### src/rtl/load_store_unit.sv
// RV32I load/store unit: one request at a time, one-cycle chip-select memory access, held response.
// Optional build macro LSU_MISALIGN_ERR_EN turns misaligned halfword/word accesses into error responses.
module load_store_unit #(
    parameter int ADDR_W = 32
) (
    input  logic              clk,
    input  logic              reset,
    input  logic              req_valid,
    output logic              req_ready,
    input  logic              req_we,
    input  logic [2:0]        req_funct3,
    input  logic [ADDR_W-1:0] req_addr,
    input  logic [31:0]       req_wdata,
    output logic              rsp_valid,
    input  logic              rsp_ready,
    output logic [31:0]       rsp_rdata,
    output logic              rsp_err,
    output logic [ADDR_W-1:0] addr,
    output logic [31:0]       write_data,
    output logic [3:0]        mask,
    output logic              rd_en,
    output logic              wr_en,
    output logic              cs,
    input  logic [31:0]       read_data,
    output logic [1:0]        state_dbg
);

    typedef enum logic [1:0] {
        IDLE   = 2'd0,
        ACCESS = 2'd1,
        RESP   = 2'd2
    } state_t;

    state_t      state, state_nxt;
    logic        we_q;
    logic        req_fire;
    logic        req_illegal;
    logic        req_misalign;
    logic        req_err;
    logic [3:0]  req_mask;
    logic [31:0] req_wdata_rep;

    // Handshake: a request transfers on a posedge with req_valid & req_ready,
    // a response on a posedge with rsp_valid & rsp_ready; both sides hold stable while waiting.
    assign req_fire = req_valid && req_ready;

    // Mask encoding is the memory's lane/extension code, not a byte-enable.
    always_comb begin
        req_mask      = 4'b0000;
        req_wdata_rep = 32'h0;
        req_illegal   = 1'b0;
        if (req_we) begin
            case (req_funct3)
                3'b000: begin req_mask = 4'b0000; req_wdata_rep = {4{req_wdata[7:0]}};  end
                3'b001: begin req_mask = 4'b0001; req_wdata_rep = {2{req_wdata[15:0]}}; end
                3'b010: begin req_mask = 4'b1000; req_wdata_rep = req_wdata;            end
                default: req_illegal = 1'b1;
            endcase
        end else begin
            case (req_funct3)
                3'b000: req_mask = 4'b0000;
                3'b001: req_mask = 4'b0001;
                3'b010: req_mask = 4'b1000;
                3'b100: req_mask = 4'b0010;
                3'b101: req_mask = 4'b0100;
                default: req_illegal = 1'b1;
            endcase
        end
    end

`ifdef LSU_MISALIGN_ERR_EN
    assign req_misalign = ((req_funct3[1:0] == 2'b01) && req_addr[0]) ||
                          ((req_funct3[1:0] == 2'b10) && (req_addr[1:0] != 2'b00));
`else
    assign req_misalign = 1'b0;
`endif

    assign req_err = req_illegal || req_misalign;

    always_ff @(posedge clk or negedge reset) begin
        if (!reset) begin
            state <= IDLE;
        end else begin
            state <= state_nxt;
        end
    end

    always_comb begin
        state_nxt = state;
        case (state)
            IDLE:    if (req_fire) state_nxt = req_err ? RESP : ACCESS;
            ACCESS:  state_nxt = RESP;
            RESP:    if (rsp_ready) state_nxt = IDLE;
            default: state_nxt = IDLE;
        endcase
    end

    always_ff @(posedge clk or negedge reset) begin
        if (!reset) begin
            addr       <= '0;
            write_data <= 32'h0;
            mask       <= 4'b0000;
            we_q       <= 1'b0;
            rsp_rdata  <= 32'h0;
            rsp_err    <= 1'b0;
        end else begin
            if (req_fire) begin
                addr       <= req_addr;
                mask       <= req_mask;
                write_data <= req_wdata_rep;
                we_q       <= req_we;
                if (req_err) begin
                    rsp_rdata <= 32'h0;
                    rsp_err   <= 1'b1;
                end
            end
            // Memory already extracted and extended the load data; pass it through untouched.
            if (state == ACCESS) begin
                rsp_rdata <= we_q ? 32'h0 : read_data;
                rsp_err   <= 1'b0;
            end
        end
    end

    // Strobes decode straight from state so reset forces them inactive without waiting for a clock.
    assign req_ready = (state == IDLE);
    assign rsp_valid = (state == RESP);
    assign cs        = (state != ACCESS);
    assign wr_en     = !((state == ACCESS) && we_q);
    assign rd_en     = (state == ACCESS) && !we_q;
    assign state_dbg = state;

endmodule
### config.mk
export PLATFORM = sky130hd
export DESIGN_NAME = load_store_unit
export DESIGN_NICKNAME = d
export VERILOG_FILES = /design/src/rtl/load_store_unit.sv
export SDC_FILE = /design/constraint.sdc
export NUM_CORES = 1
export LEC_CHECK = 0
export CAP_MARGIN = 10
export CELL_PAD_IN_SITES_DETAIL_PLACEMENT = 1
export CELL_PAD_IN_SITES_GLOBAL_PLACEMENT = 2
export CORE_UTILIZATION = 25
export DETAILED_ROUTE_END_ITERATION = 10
export GPL_ROUTABILITY_DRIVEN = 0
export MAX_ROUTING_LAYER = met4
export PLACE_DENSITY = 0.84
export SLEW_MARGIN = 0
export SYNTH_ARGS = -nofsm -noshare
export SYNTH_HDL_FRONTEND = slang
export SYNTH_SLANG_ARGS = --single-unit
### constraint.sdc
create_clock -name clk -period 2 [get_ports clk]
set_input_delay 0.4 -clock clk [delete_from_list [all_inputs] [get_ports clk]]
set_output_delay 0.4 -clock clk [all_outputs]
set_load 0.01 [all_outputs]
==> flow_summary.toml <==
[timing]
finalSetupViolCount = 0
max_slew.worst_pin.slew_ns = 0.4943
hold_viol_final = 0
drv_slew = 0
setup_ws_ns = 0.09859
min_period_ns = 1.901
rsz0062_at_grt = "false"
slew_headroom = 0.6704
finClkSkew_ns = 0.003477
hold-worst-slack_ns = 0.4702
fin_setup_tns_ns = 0
post-route-period-util = 0.9507
max_freq_mhz = 525.9

[power]
total_power_w = 0.007430
swShare = 0.2975
leakage_nw = 3.126
peakVddDrop_mv = 0.4050
pwr-share-comb = 0.362
power.density_nw_per_um2 = 1022
p_sw_w = 0.002211
p_int_w = 0.005219
power_frac_seq = 0.395
clock_power_share = 0.243

[job]
maxCapViolations = 0

[critical_path]
startpoint = "state_dbg[0]"
crit_required_ns = 1.60
timing_worst_setup_path_type = "reg2out"
r2r-start = "state_dbg[1]"
path_max_fanout = 4
cp-start-kind = "flip-flop"
critPathCaptureType = "primary output"
crit_arrival_ns = 1.50

[layout]
nets = 707
stdcell_count = 834
area_growth_pct = 60.63
layout-drive-gt1-share = 0.1201

[clocking]
cts-root-buf = "clkbuf_16"
clkLatencyLatePin_ns = 0.35
cts.path.max_buffers = 2
clock_sinks = 104
cts_tree = "built"
cts_buffers = 9
path_clk_slew_ns = 0.07
cts_setup_buffers = 0
htreeDepth = 3

[yosys]
ys_seq_area_frac = 0.5751
synth.area.top_cells = "dfrtp_1 58%, mux2_2 8.0%, o32ai_1 6.2%, a22o_1 4.6%, nand2_1 4.1%"
synth-seq-cells = 104
ys_warn_count = 0
postSynthCellCount = 394
syn_nets = 498
ys_types = 25
yosysTopAreaCell = "dfrtp_1"
synth_top_area_frac = 0.5751
avgSynthCellArea_um2 = 11.49
syn_area_um2 = 4526

[grt]
grt_max_degree = 53
grt_pass1_wl_mm = 22.41
gr-total-overflow = 0
antenna_found_initial = 1
first_global_vias = 4279
track_usage = 0.1644

[die]
die_h_um = 136.5
initial_utilization = 0.2589
rows = 48
pin_count = 212
die_w_um = 136.5
die-area_um2 = 18640
core-area_um2 = 17480

[routing]
ant_nets = 0
wl_per_cell_um = 17.47
drtPass1Iterations = 4
vias = 3903
first_iter_violations = 117
drc_errors = 0
routed_wl_mm = 14.57
viasPerCell = 4.680

[hold_path]
hp-class = "in2async"

[place]
port_buffers = 211
pre_cts_ws_ns = -0.04645
post-place-cells = 816
post-dp-hpwl_mm = 10.97

[run_status]
outcome = "finished, final reports clean"
## critical path, cell delays in order (launching register included)
cell	delay, ns
dfrtp_1	0.38
nor2b_4	0.14
inv_2	0.08
clkdlybuf4s50_1	0.56
## cell usage in the layout, fill, tap and decap left out, types with 8 or more instances in the layout
cell type	n
o32ai_1	32
o21ai_1	8
o21ai_0	18
nor2b_1	10
dfrtp_1	104
clkdlybuf4s50_1	206
inv_1	35
a21oi_1	8
mux2i_1	16
nand3b_1	8
nand2_1	49
buf_4	16
mux2_2	32
a22o_1	24
clkbuf_16	9
## worst paths after layout
check,depth (start not counted),slack (ns),endpoint
max,3,0.1,cs
min,2,0.47,rsp_rdata[25]
max reg2reg,5,0.27,write_data[12]
min reg2reg,2,0.48,mask[1]
max in group asynchronous,3,0.90,addr[4]
min in group clk,2,0.48,mask[1]
## logic make-up (layout without fill, tap and decap cells)
logic type,after synthesis,after routing,synth area share
compound gates,99,99,0.1689
buf+inv,69,283,0.06469
flops,104,104,0.5751
mux,48,48,0.1150
other cells,0,1,0
simple gates,74,74,0.07631
## power by group through the flow
stage	Sequential, W	Clock [W]	Combinational [W]
5_1_grt	0.00300	0.00195	0.00288
3_3_place_gp	0.00294	0	0.00265
2_1_floorplan	0.00317	0	0.000837
3_5_place_dp	0.00298	0	0.00273
6_report	0.00293	0.00181	0.00269
4_1_cts	0.00295	0.00187	0.00274
## registers in the layout (all words and copies together) (netlist names)
name,count
rsp_err,1
mask,4
state_dbg,2
we_q,1
addr,32
write_data,32
rsp_rdata,32
## cells in the mapped netlist, drive strengths merged
master and instances:
dfrtp 104, o31ai 3, a2111o 1, a2111oi 1
mux2i 16, nand2b 2, nor2 3, nor2b 11
a22o 24, a211o 1, buf 15, o32ai 32
o41ai 1, clkbuf 18, nand3b 8, a21oi 9
mux2 32, a32o 1, inv 36, nand2 49
or3b 1, o21ai 26
## area by class of cell
type                       instances  area [um^2]
timing repair buffer             231         2303
multi-input combinational        221         1644
antenna                            1        2.502
fill                            1907        10210
inverter                          36        135.1
tap                              225        281.5
clock buffer                      13        260.3
sequential                       104         2603
clock inverter                     3        40.04
## timing repair
action                                  4_1_cts  5_1_grt
hold buffers                                  1        0
resized for setup                             5        0
endpoints found under the setup margin        5        0
hold endpoints to repair                     14        0
## per-layer routing
layer | global-route usage | part of all wire
met1 | 0.1785 | 0.40
met3 | 0.04704 | 0.083
met5 | - | 0
met4 | 0.05741 | 0.014
met2 | 0.2860 | 0.50
## stage by stage
| step | util | instance area (um^2) |
|---|---|---|
| global route | 0.4160 | 7269 |
| CTS | 0.4158 | 7267 |
| finish | 0.4160 | 7269 |
| floorplan | - | 4526 |
| global placement | 0.3978 | 6953 |
| detailed placement | 0.3978 | 6953 |
Power figures use the tool's default switching activity.
